$ cat config.mk
export PLATFORM = sky130hd
export DESIGN_NAME = phy_bist
export DESIGN_NICKNAME = d
export VERILOG_FILES = /design/src/rtl/phy_bist_pkg.sv /design/src/rtl/phy_bist_checker.sv /design/src/rtl/phy_bist.sv
export SDC_FILE = /design/constraint.sdc
export NUM_CORES = 1
export LEC_CHECK = 0
export ABC_CLOCK_PERIOD_IN_PS = 2700
export BUFFER_PORTS_ARGS = -buffer_cell sky130_fd_sc_hd__buf_2
export CAP_MARGIN = 40
export CORE_MARGIN = 1.5
export CORE_UTILIZATION = 60
export CTS_BUF_LIST = sky130_fd_sc_hd__clkbuf_8
export CTS_CLUSTER_SIZE = 40
export DETAILED_ROUTE_END_ITERATION = 16
export GPL_ROUTABILITY_DRIVEN = 0
export PLACE_DENSITY_LB_ADDON = 0.05
export SLEW_MARGIN = 30
export SYNTH_ARGS = -nofsm -noshare
export SYNTH_HDL_FRONTEND = slang
export SYNTH_HIERARCHICAL = 1
export SYNTH_SLANG_ARGS = --single-unit
export TNS_END_PERCENT = 10
$ cat constraint.sdc
create_clock -name clk_32f -period 2.7 [get_ports clk_32f]
set_input_delay 0.27 -clock clk_32f [delete_from_list [all_inputs] [get_ports clk_32f]]
set_output_delay 0.27 -clock clk_32f [all_outputs]
set_load 0.02 [all_outputs]
$ cat src/rtl/phy_bist_pkg.sv
// Shared definitions for the PHY built-in self-test: LFSR step, checker state
// encodings and default pattern constants.
package phy_bist_pkg;

    localparam int LFSR_MAX_W = 64;

    localparam logic [31:0] DEF_POLY = 32'h8020_0003;
    localparam logic [31:0] DEF_SEED = 32'hFFDD_FFDD;

    localparam logic [1:0] ST_IDLE   = 2'd0;
    localparam logic [1:0] ST_HUNT   = 2'd1;
    localparam logic [1:0] ST_VERIFY = 2'd2;
    localparam logic [1:0] ST_LOCKED = 2'd3;

    // Galois step on a word zero-extended to LFSR_MAX_W; bits above width are cleared.
    function automatic logic [LFSR_MAX_W-1:0] lfsr_next(
        input logic [LFSR_MAX_W-1:0] w,
        input logic [LFSR_MAX_W-1:0] mask,
        input int                    width
    );
        logic [LFSR_MAX_W-1:0] keep;
        keep = {LFSR_MAX_W{1'b1}} >> (LFSR_MAX_W - width);
        return ((w >> 1) ^ (w[0] ? mask : '0)) & keep;
    endfunction

endpackage

$ cat src/rtl/phy_bist_checker.sv
// Self-synchronising PRBS checker: seeds from the first nonzero word, verifies,
// locks, then counts mismatches against a free-running expected sequence.
module phy_bist_checker
    import phy_bist_pkg::*;
#(
    parameter int                DATA_W    = 32,
    parameter logic [DATA_W-1:0] POLY      = DATA_W'(DEF_POLY),
    parameter int                LOCK_CNT  = 4,
    parameter int                ERR_CNT_W = 16
) (
    input  logic                 clk_i,
    input  logic                 rst_ni,
    input  logic                 chk_en_i,
    input  logic                 err_clr_i,
    input  logic [DATA_W-1:0]    rx_data_i,
    input  logic                 rx_valid_i,
    output logic [1:0]           state_o,
    output logic                 err_pulse_o,
    output logic [ERR_CNT_W-1:0] err_count_o
);

    localparam int CNT_W = $clog2(LOCK_CNT + 1);

    logic [1:0]           state_q, state_d;
    logic [DATA_W-1:0]    exp_q, exp_d, exp_nxt;
    logic [CNT_W-1:0]     match_q, match_d, miss_q, miss_d;
    logic                 pulse_q, pulse_d;
    logic [ERR_CNT_W-1:0] cnt_q, cnt_d;
    logic                 hit, inc;

    assign exp_nxt = DATA_W'(lfsr_next(LFSR_MAX_W'(exp_q), LFSR_MAX_W'(POLY), DATA_W));
    assign hit     = (rx_data_i == exp_nxt);

    always_comb begin
        state_d = state_q;
        exp_d   = exp_q;
        match_d = match_q;
        miss_d  = miss_q;
        pulse_d = 1'b0;
        inc     = 1'b0;
        if (!chk_en_i) begin
            state_d = ST_IDLE;
            match_d = '0;
            miss_d  = '0;
        end else if (rx_valid_i) begin
            case (state_q)
                ST_IDLE: state_d = ST_HUNT;
                // A zero word would seed the LFSR into its lock-up state.
                ST_HUNT: begin
                    if (rx_data_i != '0) begin
                        exp_d   = rx_data_i;
                        match_d = '0;
                        state_d = ST_VERIFY;
                    end
                end
                ST_VERIFY: begin
                    if (hit) begin
                        exp_d   = exp_nxt;
                        match_d = match_q + 1'b1;
                        if (match_q == CNT_W'(LOCK_CNT - 1)) begin
                            state_d = ST_LOCKED;
                            miss_d  = '0;
                        end
                    end else begin
                        state_d = ST_HUNT;
                    end
                end
                default: begin
                    exp_d = exp_nxt;
                    if (hit) begin
                        miss_d = '0;
                    end else begin
                        pulse_d = 1'b1;
                        inc     = 1'b1;
                        miss_d  = miss_q + 1'b1;
                        if (miss_q == CNT_W'(LOCK_CNT - 1)) begin
                            state_d = ST_HUNT;
                            miss_d  = '0;
                        end
                    end
                end
            endcase
        end
        if (err_clr_i) begin
            cnt_d = ERR_CNT_W'(inc);
        end else if (inc && (cnt_q != '1)) begin
            cnt_d = cnt_q + 1'b1;
        end else begin
            cnt_d = cnt_q;
        end
    end

    always_ff @(posedge clk_i or negedge rst_ni) begin
        if (!rst_ni) begin
            state_q <= ST_IDLE;
            exp_q   <= '0;
            match_q <= '0;
            miss_q  <= '0;
            pulse_q <= 1'b0;
            cnt_q   <= '0;
        end else begin
            state_q <= state_d;
            exp_q   <= exp_d;
            match_q <= match_d;
            miss_q  <= miss_d;
            pulse_q <= pulse_d;
            cnt_q   <= cnt_d;
        end
    end

    assign state_o     = state_q;
    assign err_pulse_o = pulse_q;
    assign err_count_o = cnt_q;

endmodule

$ cat src/rtl/phy_bist.sv
// PCIe PHY BIST: PRBS word generator striped MSB-first across byte lanes, plus
// the PRBS checker on the reassembled receive word.
module phy_bist
    import phy_bist_pkg::*;
#(
    parameter int                LANES     = 2,
    parameter int                DATA_W    = 32,
    parameter logic [DATA_W-1:0] POLY      = DATA_W'(DEF_POLY),
    parameter logic [DATA_W-1:0] SEED      = DATA_W'(DEF_SEED),
    parameter int                LOCK_CNT  = 4,
    parameter int                ERR_CNT_W = 16
) (
    input  logic                 clk_32f,
    input  logic                 reset,
    input  logic                 gen_en,
    input  logic                 chk_en,
    input  logic                 err_clr,
    output logic [LANES*8-1:0]   tx_data,
    output logic [LANES-1:0]     tx_valid,
    input  logic [DATA_W-1:0]    rx_data,
    input  logic                 rx_valid,
    output logic                 locked,
    output logic                 err_pulse,
    output logic [ERR_CNT_W-1:0] err_count
);

    localparam int BPC = DATA_W / (8 * LANES);
    localparam int CW  = (BPC > 1) ? $clog2(BPC) : 1;

    logic [CW-1:0]      cyc_q, cyc_d;
    logic [DATA_W-1:0]  lfsr_q, lfsr_d, shifted;
    logic [LANES*8-1:0] tx_data_q, tx_data_d;
    logic               tx_valid_q, tx_valid_d;
    logic               emit, last;
    logic [1:0]         chk_state;

    // gen_en only matters at a word boundary; a started word always completes.
    assign emit    = (cyc_q != '0) || gen_en;
    assign last    = (cyc_q == CW'(BPC - 1));
    assign shifted = lfsr_q << (8 * LANES * cyc_q);

    always_comb begin
        tx_data_d  = '0;
        tx_valid_d = 1'b0;
        cyc_d      = cyc_q;
        lfsr_d     = lfsr_q;
        if (emit) begin
            tx_valid_d = 1'b1;
            for (int l = 0; l < LANES; l++) begin
                tx_data_d[8*l +: 8] = shifted[DATA_W-1-8*l -: 8];
            end
            if (last) begin
                cyc_d  = '0;
                lfsr_d = DATA_W'(lfsr_next(LFSR_MAX_W'(lfsr_q), LFSR_MAX_W'(POLY), DATA_W));
            end else begin
                cyc_d = cyc_q + 1'b1;
            end
        end
    end

    always_ff @(posedge clk_32f or negedge reset) begin
        if (!reset) begin
            lfsr_q     <= SEED;
            cyc_q      <= '0;
            tx_data_q  <= '0;
            tx_valid_q <= 1'b0;
        end else begin
            lfsr_q     <= lfsr_d;
            cyc_q      <= cyc_d;
            tx_data_q  <= tx_data_d;
            tx_valid_q <= tx_valid_d;
        end
    end

    assign tx_data  = tx_data_q;
    assign tx_valid = {LANES{tx_valid_q}};

    phy_bist_checker #(
        .DATA_W    (DATA_W),
        .POLY      (POLY),
        .LOCK_CNT  (LOCK_CNT),
        .ERR_CNT_W (ERR_CNT_W)
    ) u_checker (
        .clk_i       (clk_32f),
        .rst_ni      (reset),
        .chk_en_i    (chk_en),
        .err_clr_i   (err_clr),
        .rx_data_i   (rx_data),
        .rx_valid_i  (rx_valid),
        .state_o     (chk_state),
        .err_pulse_o (err_pulse),
        .err_count_o (err_count)
    );

    assign locked = (chk_state == ST_LOCKED);

endmodule

# Yosys cells after proc, flatten, opt, wreduce, memory -nomap -nowiden
# Cells that the tools add are included.
[totals]
regBits = 107
output_inout_bits = 36
[op_classes]
add_sub_neg = 4
n_eq_ne = 18
shift = 1
muxes = 34
bitwise_logic = 3
n_reduce_logical = 12
[op_table]
columns = ["cell", "count"]
rows = [
  ["32-bit two-way mux", 4],
  ["32-bit one-hot mux with 3 select lines", 1],
  ["31-bit by 32-bit bitwise XOR with 32-bit output", 2],
  ["16-bit two-way mux", 3],
  ["32-bit == test", 1],
  ["32-bit nonzero test", 1],
  ["32-bit by 5-bit << shifter with 32-bit output", 1],
  ["3-bit two-way mux", 10],
  ["16-bit by 1-bit adder with 16-bit output (second input constant)", 1],
  ["16-bit inequality test (second input constant)", 1],
  ["2-bit two-way mux", 7],
  ["3-bit one-hot mux with 2 select lines", 2],
  ["5-bit AND reduction", 2],
  ["3-bit by 2-bit inequality test with 1-bit output (second input constant)", 3],
  ["4-bit AND reduction", 2],
  ["3-bit by 1-bit adder with 3-bit output (second input constant)", 2],
  ["3-bit by 2-bit == test with 1-bit output (second input constant)", 2],
  ["1-bit two-way mux", 6],
  ["2-bit by 1-bit inequality test with 1-bit output (second input constant)", 3],
  ["2-bit one-hot mux with 3 select lines", 1],
  ["5-bit by 1-bit inequality test with 1-bit output (second input constant)", 1],
  ["5-bit inequality test (second input constant)", 1],
  ["2-bit == test (second input constant)", 2],
  ["4-bit inequality test (second input constant)", 1],
  ["12 further kinds", 12],
]

# Depth between registers and ports, before layout
# Gate-level depths: netlist (run 1).
[logic_depth]
word_depth = 10
mapped_depth = 10
depth_no_buf = 8

# Hierarchy
# Netlist (run 1), hierarchy kept.
[modules_own_cells]
columns = ["mod", "instances", "cells_per_inst", "area_per_inst_um2", "seq_area_each_um2"]
rows = [
  ["phy_bist_checker", 1, 390, 3614.7, 1426.4],
  ["phy_bist", 1, 116, 1919.3, 1286.2],
]

# Worst setup path after synthesis (run 1)
# OpenSTA, ideal clock, no wires.
[synth_timing]
kind = "reg-to-reg"
start = "reg u_checker.cnt_q[0], in the netlist u_checker/err_count_o[0]"
end = "reg u_checker.cnt_q[7], in the netlist u_checker/err_count_o[7]"
t_arrival_ps = 2216
t_required_ps = 2575
path_slack_ps = 359
path_stages_with_launch = 10
n_path_buf = 2
period_less_slack_ps = 2341
path_cell_list = "dfrtp_1 ha_1 nand3_1 nor2_1 a21o_1 buf_6 or3b_1 buf_2 nor3b_1 mux2_2"
[synth_via]
elab_chain_len = 3
word_cells_on_any_way = 6
cone_classes = "add/sub: 1; eq/ne: 1; mux: 2; reduce/logical: 2"
[synth_lines]
columns = ["element", "line", "text"]
rows = [
  ["from (decl)", "phy_bist_checker.sv:28", "logic [ERR_CNT_W-1:0] cnt_q, cnt_d;"],
  ["from (signal assigned)", "phy_bist_checker.sv:107", "cnt_q <= cnt_d;"],
  ["16-bit by 1-bit adder with 16-bit output / 16-bit inequality test (equally long branches)", "phy_bist_checker.sv:87, phy_bist_checker.sv:86", ""],
  ["16-bit two-way mux / 1-bit logical AND (equally long branches)", "phy_bist_checker.sv:86", "end else if (inc && (cnt_q != '1)) begin"],
  ["16-bit two-way mux / 2-bit nonzero test (equally long branches)", "-", ""],
]
# Parallel ways exist; a longest one is shown, timed or not. The select of a mux whose other input is x is not followed.
# A chain may end at the register's enable or synchronous reset.

# Worst setup path after layout (run 1)
[layout_timing]
start = "reg u_checker.exp_q[5]"
end = "reg u_checker.match_q[1]"
[layout_via]
elab_chain_len = 4
[layout_lines]
columns = ["element", "line", "text"]
rows = [
  ["from (decl)", "phy_bist_checker.sv:25", "logic [DATA_W-1:0] exp_q, exp_d, exp_nxt;"],
  ["from (signal assigned)", "phy_bist_checker.sv:103", "exp_q <= exp_d;"],
  ["31-bit by 32-bit bitwise XOR with 32-bit output", "phy_bist_pkg.sv:23", "return ((w >> 1) ^ (w[0] ? mask : '0)) & keep;"],
  ["32-bit == test", "phy_bist_checker.sv:32", "assign hit = (rx_data_i == exp_nxt);"],
  ["3-bit by 2-bit inequality test with 1-bit output (no line)", "-", ""],
  ["4-bit AND reduction (no line)", "-", ""],
  ["to (signal assigned)", "phy_bist_checker.sv:104", "match_q <= match_d;"],
  ["to (decl)", "phy_bist_checker.sv:26", "logic [CNT_W-1:0] match_q, match_d, miss_q, miss_d;"],
]
# No other way between the ends.

==> impl_metrics.yaml, run 1 <==
status:
  status: "finished, final reports clean"
synthesis:
  syn-num-nets: 552
  synth_edf_count: 0
  ys_ff_latch: 107
  yosys.cell_types.count: 50
  ys.flop_type: "dfrtp_1"
  synthSimpleGateAreaFrac: 0.132
  synth.mux.area_fraction: 0.137
  synthAdderAreaFrac: 0.0181
  ys_warn_count: 6
  synthCells: 506
  synthXorXnorAreaFrac: 0.0567
  synth_top_family_by_area: "multiplexers"
  synth_seq_area_share: 0.490
  synth_area_per_cell_um2: 10.9
  syn-cell-area_um2: 5530
  synth_compound_area_frac: 0.124
  async_flop_share: 1.00
timing:
  skew_ns: 0.0145
  setup_tns_ns: 0
  hold_slack_ns: 0.135
  finalMaxSlewViolations: 0
  rsz0062_at_grt: "false"
  slew_headroom: 0.598
  setup_viol: 0
  max_freq_ghz: 0.382
  timing.final.crit_share: 0.969
  worstMarginPinSlew_ns: 0.602
  hold_viol: 0
  fin_ws_ns: 0.0841
  period_minus_slack_ns: 2.62
clock_network:
  clockRootBuffer: "clkbuf_8"
  cts_tree: "yes"
  cts_made_buffers: 9
  clock_latency_ns: 0.37
  postCtsSetupBuffers: 0
  cts_buffer_depth: 2
  htreeDepth: 3
  clk_pin_slew_ns: 0.12
  clkSinkCount: 107
grt:
  grt_use_total: 0.251
  grt_max_degree: 41
  grt_pass1_vias: 4053
  antenna_found_initial: 0
  grt_first_pass_wirelength_um: 19700
  grt_overflow: 0
hold_path:
  hold_depth: 2
  hold_class: "primary input to flip-flop"
final_layout:
  final_cells: 682
  n_fill_cell: 675
  regArea_um2: 2710
  multiInputGateArea_um2: 2630
  n_antenna_cell: 0
  drive_above_1_share: 0.322
  area_growth_pct: 12.2
  mostFrequentLayoutCell: "dfrtp_1"
  final_nets: 615
  layout_common_cells: "dfrtp_1, buf_2, a21oi_1"
placed_design:
  io_buffer_count: 73
  post-place-ws_ns: 0.0967
  dp_hpwl_um: 8110
  placedCellCount: 665
critical_path:
  crit_cells: 6
  crit_fanout: 5
  path_cells: "xor2_1 -> nor4_1 -> o2111ai_2 -> or3_1 -> or4_1 -> o311ai_1"
  cp_slowest_cell: "or4_1"
  required_ns: 2.96
  crit_buf_inv: 0
  arrival_ns: 2.87
  path_delay_family: "simple AND/OR/NAND/NOR gates"
  start_kind: "flip-flop"
  end_kind: "flip-flop"
  criticalPathCategory: "flip-flop to flip-flop"
  r2r_cells: 6
  cpPeakStageDelay_ns: 0.53
die:
  core_um2: 8850
  initial_core_util: 0.625
  fp.dieH_um: 99.0
  fp.dieW_um: 99.0
  placementRows: 34
  fp.dieArea_um2: 9810
  io_pins: 74
run:
  max_cap_violations: 0
pwr:
  power.leakage_uw: 0.00263
  power_density_nw_per_um2: 873
  ir_drop_v: 0.000558
drt:
  final_antenna_net_count: 0
  wire_per_inst_um: 17.3
  firstDrtPassIters: 5
  wirelength_um: 11800
  num_vias: 4156
  drc: 0
  avgViaCountPerCell: 6.09
  drt_iter0_markers: 161
[routing by layer]
layer,global-route usage,vias to the layer above,wire length [um]
met5,0,-,0
met1,0.357,2053,5300
met3,0.0546,10,592
li1,-,1970,-
met4,0.0451,0,106
met2,0.405,123,5810
[worst paths after layout]
path                       slack (ns)                 from                        end
setup / recovery                 0.08   u_checker/exp_q[5]       u_checker/match_q[1]
hold reg to reg                  0.52  u_checker/miss_q[2]        u_checker/miss_q[2]
max in group asynchronous        1.52                reset                 lfsr_q[16]
hold / removal                   0.13               gen_en                 tx_valid_q
min in group asynchronous        0.40                reset  u_checker/err_count_o[10]
setup reg to reg                 0.08   u_checker/exp_q[5]       u_checker/match_q[1]
[sequential cells by signal, summed over array words and instances, names as in the netlist]
register	count
lfsr_q	32
u_checker/exp_q	32
tx_data	16
u_checker/err_count_o	16
u_checker/match_q	3
u_checker/miss_q	3
u_checker/state_o	2
cyc_q	1
tx_valid_q	1
u_checker/err_pulse_o	1
[logic make-up (layout without fill, tap and decap cells)]
logic type / after synthesis / count (layout)
compound gates: 113 / 113
xor+xnor: 35 / 35
fa+ha+maj: 8 / 8
buf+inv: 41 / 109
flops: 107 / 107
mux: 71 / 71
simple gates: 131 / 131
[what timing repair did]
item,4_1_cts,5_1_grt
hold endpoints to repair,24,0
resized for setup,0,3
endpoints found under the setup margin,0,32
hold buffers,1,0
[Yosys cell counts, types with 2 or more instances]
| master | instances | area (um2) |
|---|---|---|
| dfrtp_1 | 79 | 1980 |
| a21oi_1 | 69 | 345 |
| mux2_2 | 39 | 439 |
| mux2i_1 | 31 | 310 |
| xor2_1 | 30 | 263 |
| dfstp_2 | 28 | 736 |
| nand2_1 | 19 | 71.3 |
| nor2_1 | 19 | 71.3 |
| nor4_1 | 18 | 113 |
| a22o_1 | 16 | 140 |
| clkbuf_1 | 14 | 52.6 |
| nor2b_1 | 14 | 87.6 |
| buf_2 | 11 | 55.1 |
| nand3_1 | 11 | 55.1 |
| nor3_1 | 11 | 55.1 |
| ha_1 | 8 | 100 |
| nand4_1 | 8 | 50.1 |
| buf_6 | 7 | 78.8 |
| o21ai_0 | 7 | 35.0 |
| inv_1 | 6 | 22.5 |
| or4_1 | 6 | 45.0 |
| o31ai_1 | 5 | 37.5 |
| or3_1 | 5 | 31.3 |
| nand2b_1 | 4 | 25.0 |
| o211ai_1 | 4 | 30.0 |
| or2_2 | 4 | 25.0 |
| xnor2_1 | 4 | 35.0 |
| and3_1 | 3 | 18.8 |
| a211oi_1 | 2 | 15.0 |
| a31oi_1 | 2 | 12.5 |
| buf_4 | 2 | 15.0 |
| nor4b_1 | 2 | 17.5 |
[report_power, final]
group	leakage (uW)	switching, uW	total, uW	internal, uW
clock	0.000107	594	988	394
sequential	0.00125	476	2770	2290
combinational	0.00127	854	1660	804
total	0.00263	1920	5420	3490
[layout make-up]
class	count	area share
Sequential cell	107	0.437
Multi-Input combinational cell	358	0.424
Timing Repair Buffer	87	0.0804
Clock buffer	10	0.0222
Tap cell	108	0.0218
Clock inverter	6	0.0107
Inverter	6	0.00363
[through the flow]
stage / utilization / cell area, um2 / power, uW
after floorplan: - / 5530 / 3930
after global placement: 0.672 / 5950 / 4340
after detailed placement: 0.675 / 5980 / 4420
after CTS: 0.700 / 6190 / 5430
after global routing: 0.701 / 6210 / 5760
final: 0.701 / 6210 / 5420
[worst reg2reg max path: cells and delay by family (launching register included)]
| kind | cells | cell delay [ns] |
|---|---|---|
| and+or+nand+nor | 3 | 1.49 |
| xor gates and xnor gates | 1 | 0.18 |
| DFF | 1 | 0.42 |
| AOI/OAI and AO/OA | 2 | 0.42 |
Note: power is estimated with default switching activity, not from simulation.
==> run 2: changes to the inputs <==
--- a/config.mk
+++ b/config.mk
@@ -8,5 +8,4 @@
 export ABC_CLOCK_PERIOD_IN_PS = 2700
 export BUFFER_PORTS_ARGS = -buffer_cell sky130_fd_sc_hd__buf_2
-export CAP_MARGIN = 40
 export CORE_MARGIN = 1.5
 export CORE_UTILIZATION = 60
==> constraint.sdc (replaced) <==
create_clock -name clk_32f -period 2.7 [get_ports clk_32f]
set_input_delay 0.54 -clock clk_32f [delete_from_list [all_inputs] [get_ports clk_32f]]
set_output_delay 0.54 -clock clk_32f [all_outputs]
set_load 0.02 [all_outputs]
==> impl_metrics.yaml, run 2 (same netlist as run 1, synthesis figures left out) <==
timing:
  worstMarginPinSlew_ns: 0.707
  max_freq_ghz: 0.389
  slew_headroom: 0.529
  hold_viol: 0
  rsz0062_at_grt: "false"
  setup_viol: 0
  period_minus_slack_ns: 2.57
  timing.final.crit_share: 0.952
  finalMaxSlewViolations: 0
  hold_slack_ns: 0.191
  skew_ns: 0.0140
die:
  fp.dieW_um: 99.0
  placementRows: 34
  core_um2: 8850
  fp.dieArea_um2: 9810
  initial_core_util: 0.625
  fp.dieH_um: 99.0
  io_pins: 74
critical_path:
  regToRegSetupSlack_ns: 0.13
  path_cells: "xor2_1 -> nor4_1 -> nand4_1 -> or3_1 -> or4_1 -> o311ai_1"
  crit_fanout: 3
  crit_buf_inv: 0
  path_delay_family: "simple AND/OR/NAND/NOR gates"
  start_kind: "flip-flop"
  r2r-end: "u_checker/match_q[1]"
  r2r_cells: 6
  end_kind: "flip-flop"
  arrival_ns: 2.84
  cpPeakStageDelay_ns: 0.53
  cp_slowest_cell: "or4_1"
  r2r_start: "u_checker/exp_q[16]"
  required_ns: 2.97
  criticalPathCategory: "flip-flop to flip-flop"
drt:
  final_antenna_net_count: 0
  drc: 0
  wire_per_inst_um: 17.0
  firstDrtPassIters: 5
  drt_iter0_markers: 213
  num_vias: 4157
  avgViaCountPerCell: 6.07
  wirelength_um: 11600
placed_design:
  dp_hpwl_um: 8030
  io_buffer_count: 73
  placedCellCount: 669
clock_network:
  clockRootBuffer: "clkbuf_8"
  postCtsSetupBuffers: 0
  clk_pin_slew_ns: 0.11
  clock_latency_ns: 0.38
  cts_tree: "yes"
  cts-resized-gates: 0
  cts_buffer_depth: 2
  clkSinkCount: 107
  hold_buffers: 0
  htreeDepth: 3
  cts_made_buffers: 9
grt:
  grt_pass1_vias: 3885
  grt_max_degree: 59
  grt_first_pass_wirelength_um: 19400
  grt_overflow: 0
  grt_use_total: 0.247
  antenna_found_initial: 0
final_layout:
  mostFrequentLayoutCell: "dfrtp_1"
  area_growth_pct: 12.5
  final_cells: 685
  n_antenna_cell: 0
  drive_above_1_share: 0.326
  final_nets: 618
  reg_top3: "lfsr_q x32, u_checker/exp_q x32"
  layout_common_cells: "dfrtp_1, buf_2, a21oi_1"
run:
  max_cap_violations: 0
status:
  status: "finished, final reports clean"
pwr:
  power.leakage_uw: 0.00264
  power_uw: 5410
  power_density_nw_per_um2: 869
  ir_drop_v: 0.000620
hold_path:
  hold_class: "primary input to asynchronous set/reset pin"
## run 2: worst max path at each step
stage	startpoint	end	slack [ns]	cells after the start
final	u_checker/exp_q[16]	u_checker/match_q[1]	0.13	6
after global routing	u_checker/state_o[1]	u_checker/exp_q[30]	0.05	9
after global placement	rx_data[12]	u_checker/match_q[1]	0.04	7
after CTS	u_checker/exp_q[20]	u_checker/match_q[1]	0.19	7
after floorplan	u_checker/err_count_o[0]	u_checker/err_count_o[7]	0.36	9
after detailed placement	rx_data[19]	u_checker/match_q[1]	-0.002	8
## run 2: area by class of cell
class | instances | area, um2
flip-flops and latches | 107 | 2720
multi-input cells | 358 | 2630
fillers | 704 | 2620
repair buffers | 90 | 520
well taps | 108 | 135
clock buffers | 9 | 124
clock inverters | 7 | 82.6
inverters | 6 | 22.5
## run 2: routing by layer
metal,part of all wire,global-route usage,up-vias,wire [um]
met5,0,0,-,0
met4,0.011,0.0692,0,126
met3,0.050,0.0411,13,581
met2,0.48,0.377,128,5560
met1,0.46,0.368,2040,5370
li1,-,-,1976,-
## run 2: per-stage QoR
stage	utilization	setup TNS, ns	setup WS (ns)	area, um2
2_1_floorplan	-	0	0.359	5530
3_3_place_gp	0.679	0	0.0416	6010
3_5_place_dp	0.679	-0.00163	-0.00163	6010
4_1_cts	0.703	0	0.186	6220
5_1_grt	0.704	0	0.0454	6230
6_report	0.704	0	0.129	6230
## run 2: report_power, final
| part | leakage [uW] | total (uW) | internal [uW] | switching, uW |
|---|---|---|---|---|
| sequential | 0.00125 | 2770 | 2290 | 477 |
| combinational | 0.00128 | 1650 | 812 | 843 |
| clock | 0.000104 | 986 | 371 | 615 |
==> run 3: changes to the inputs <==
CORE_ASPECT_RATIO = 0.6   (was not set)
==> impl_metrics.yaml, run 3 (same netlist as run 1, synthesis figures left out) <==
status:
  status: "finished, final reports clean"
die:
  initial_core_util: 0.635
  fp.dieH_um: 77.4
  fp.dieArea_um2: 9830
  core_um2: 8720
  io_pins: 74
  fp.dieW_um: 127
  placementRows: 26
pwr:
  ir_drop_v: 0.000549
  power_uw: 5550
  power_density_nw_per_um2: 888
  power.leakage_uw: 0.00264
clock_network:
  cts_buffer_depth: 2
  cts_tree: "yes"
  clkSinkCount: 107
  htreeDepth: 3
  clockRootBuffer: "clkbuf_8"
  cts_made_buffers: 9
  clk_pin_slew_ns: 0.10
  clock_latency_ns: 0.37
placed_design:
  io_buffer_count: 73
  dp_hpwl_um: 8290
  placedCellCount: 671
critical_path:
  start_kind: "flip-flop"
  required_ns: 2.98
  r2r_start: "u_checker/state_o[1]"
  r2r_cells: 9
  r2r-end: "u_checker/exp_q[0]"
  criticalPathCategory: "flip-flop to flip-flop"
  path_cells: "inv_1 -> ha_2 -> nor4b_1 -> nand4_1 -> o31ai_2 -> nor3_2 -> and2_0 -> buf_4 -> a211oi_1"
  arrival_ns: 2.76
  end_kind: "flip-flop"
  crit_buf_inv: 2
  cpPeakStageDelay_ns: 0.43
  path_delay_family: "simple AND/OR/NAND/NOR gates"
  regToRegSetupSlack_ns: 0.22
  crit_fanout: 12
  cp_slowest_cell: "o31ai_2"
final_layout:
  final_cells: 687
  layout_common_cells: "dfrtp_1, buf_2, a21oi_1"
  mostFrequentLayoutCell: "dfrtp_1"
  drive_above_1_share: 0.323
  n_fill_cell: 655
  reg_top3: "lfsr_q x32, u_checker/exp_q x32"
  n_antenna_cell: 0
  final_nets: 616
  multiInputGateArea_um2: 2630
  area_growth_pct: 12.8
  regArea_um2: 2720
timing:
  finalMaxSlewViolations: 0
  setup_viol: 0
  period_minus_slack_ns: 2.48
  skew_ns: 0.0103
  slew_headroom: 0.594
  max_freq_ghz: 0.404
  worstMarginPinSlew_ns: 0.608
  timing.final.crit_share: 0.917
  hold_viol: 0
  rsz0062_at_grt: "false"
  hold_slack_ns: 0.154
hold_path:
  hold_class: "primary input to asynchronous set/reset pin"
drt:
  drt_iter0_markers: 324
  wirelength_met1_um: 5950
  avgViaCountPerCell: 6.06
  wirelength_um: 12000
  routed.top_layer: "met4"
  num_vias: 4160
  firstDrtPassIters: 4
  wire_per_inst_um: 17.5
  met3_wirelength_um: 628
  final_antenna_net_count: 0
  drc: 0
  dr_wl_met2_um: 5350
grt:
  grt_pass1_vias: 3842
  grt_max_degree: 53
  antenna_found_initial: 0
  grt_first_pass_wirelength_um: 19700
  grt_overflow: 0
  grt_use_total: 0.256
run:
  max_cap_violations: 0
-- run 3: worst max-delay path by stage --
| stage | to | slack (ns) | depth (start not counted) | start |
|---|---|---|---|---|
| final | u_checker/exp_q[0] | 0.22 | 9 | u_checker/state_o[1] |
| after global routing | u_checker/exp_q[14] | 0.07 | 9 | u_checker/state_o[1] |
| after CTS | u_checker/exp_q[25] | 0.13 | 8 | u_checker/exp_q[20] |
| after detailed placement | u_checker/exp_q[25] | -0.1 | 9 | rx_data[19] |
| after global placement | u_checker/exp_q[0] | -0.02 | 9 | rx_data[19] |
| after floorplan | u_checker/err_count_o[7] | 0.36 | 9 | u_checker/err_count_o[0] |
-- run 3: power breakdown --
part	switching (uW)	internal (uW)	leakage, uW
registers	509	2300	0.00125
logic	846	801	0.00127
clock network	541	550	0.000119
total	1900	3650	0.00264
-- run 3: area by class of cell --
| type | count | share of cell area |
|---|---|---|
| flip-flops and latches | 107 | 0.435 |
| multi-input cells | 358 | 0.422 |
| repair buffers | 88 | 0.0810 |
| well taps | 112 | 0.0224 |
| clock buffers | 10 | 0.0220 |
| clock inverters | 6 | 0.0140 |
| inverters | 6 | 0.00361 |
-- run 3: per-stage QoR --
stage	TNS (ns)	utilization	setup WS, ns	instance area (um2)
final	0	0.716	0.225	6240
after global routing	0	0.716	0.0687	6240
after CTS	0	0.714	0.125	6230
after detailed placement	-1.73	0.688	-0.0957	6000
after global placement	-0.0291	0.688	-0.0213	6000
after floorplan	0	-	0.359	5530
-- run 3: timing repair --
| item | in CTS | in global routing |
|---|---|---|
| resized for setup | 0 | 2 |
| hold buffers | 0 | 0 |
| endpoints found under the setup margin | 0 | 19 |
| setup buffers | 0 | 0 |
-- run 3: metal layers --
metal / track usage / vias up
met2: 0.378 / 128
li1: - / 1967
met4: 0.0511 / 0
met5: 0 / -
met1: 0.390 / 2053
met3: 0.0572 / 12
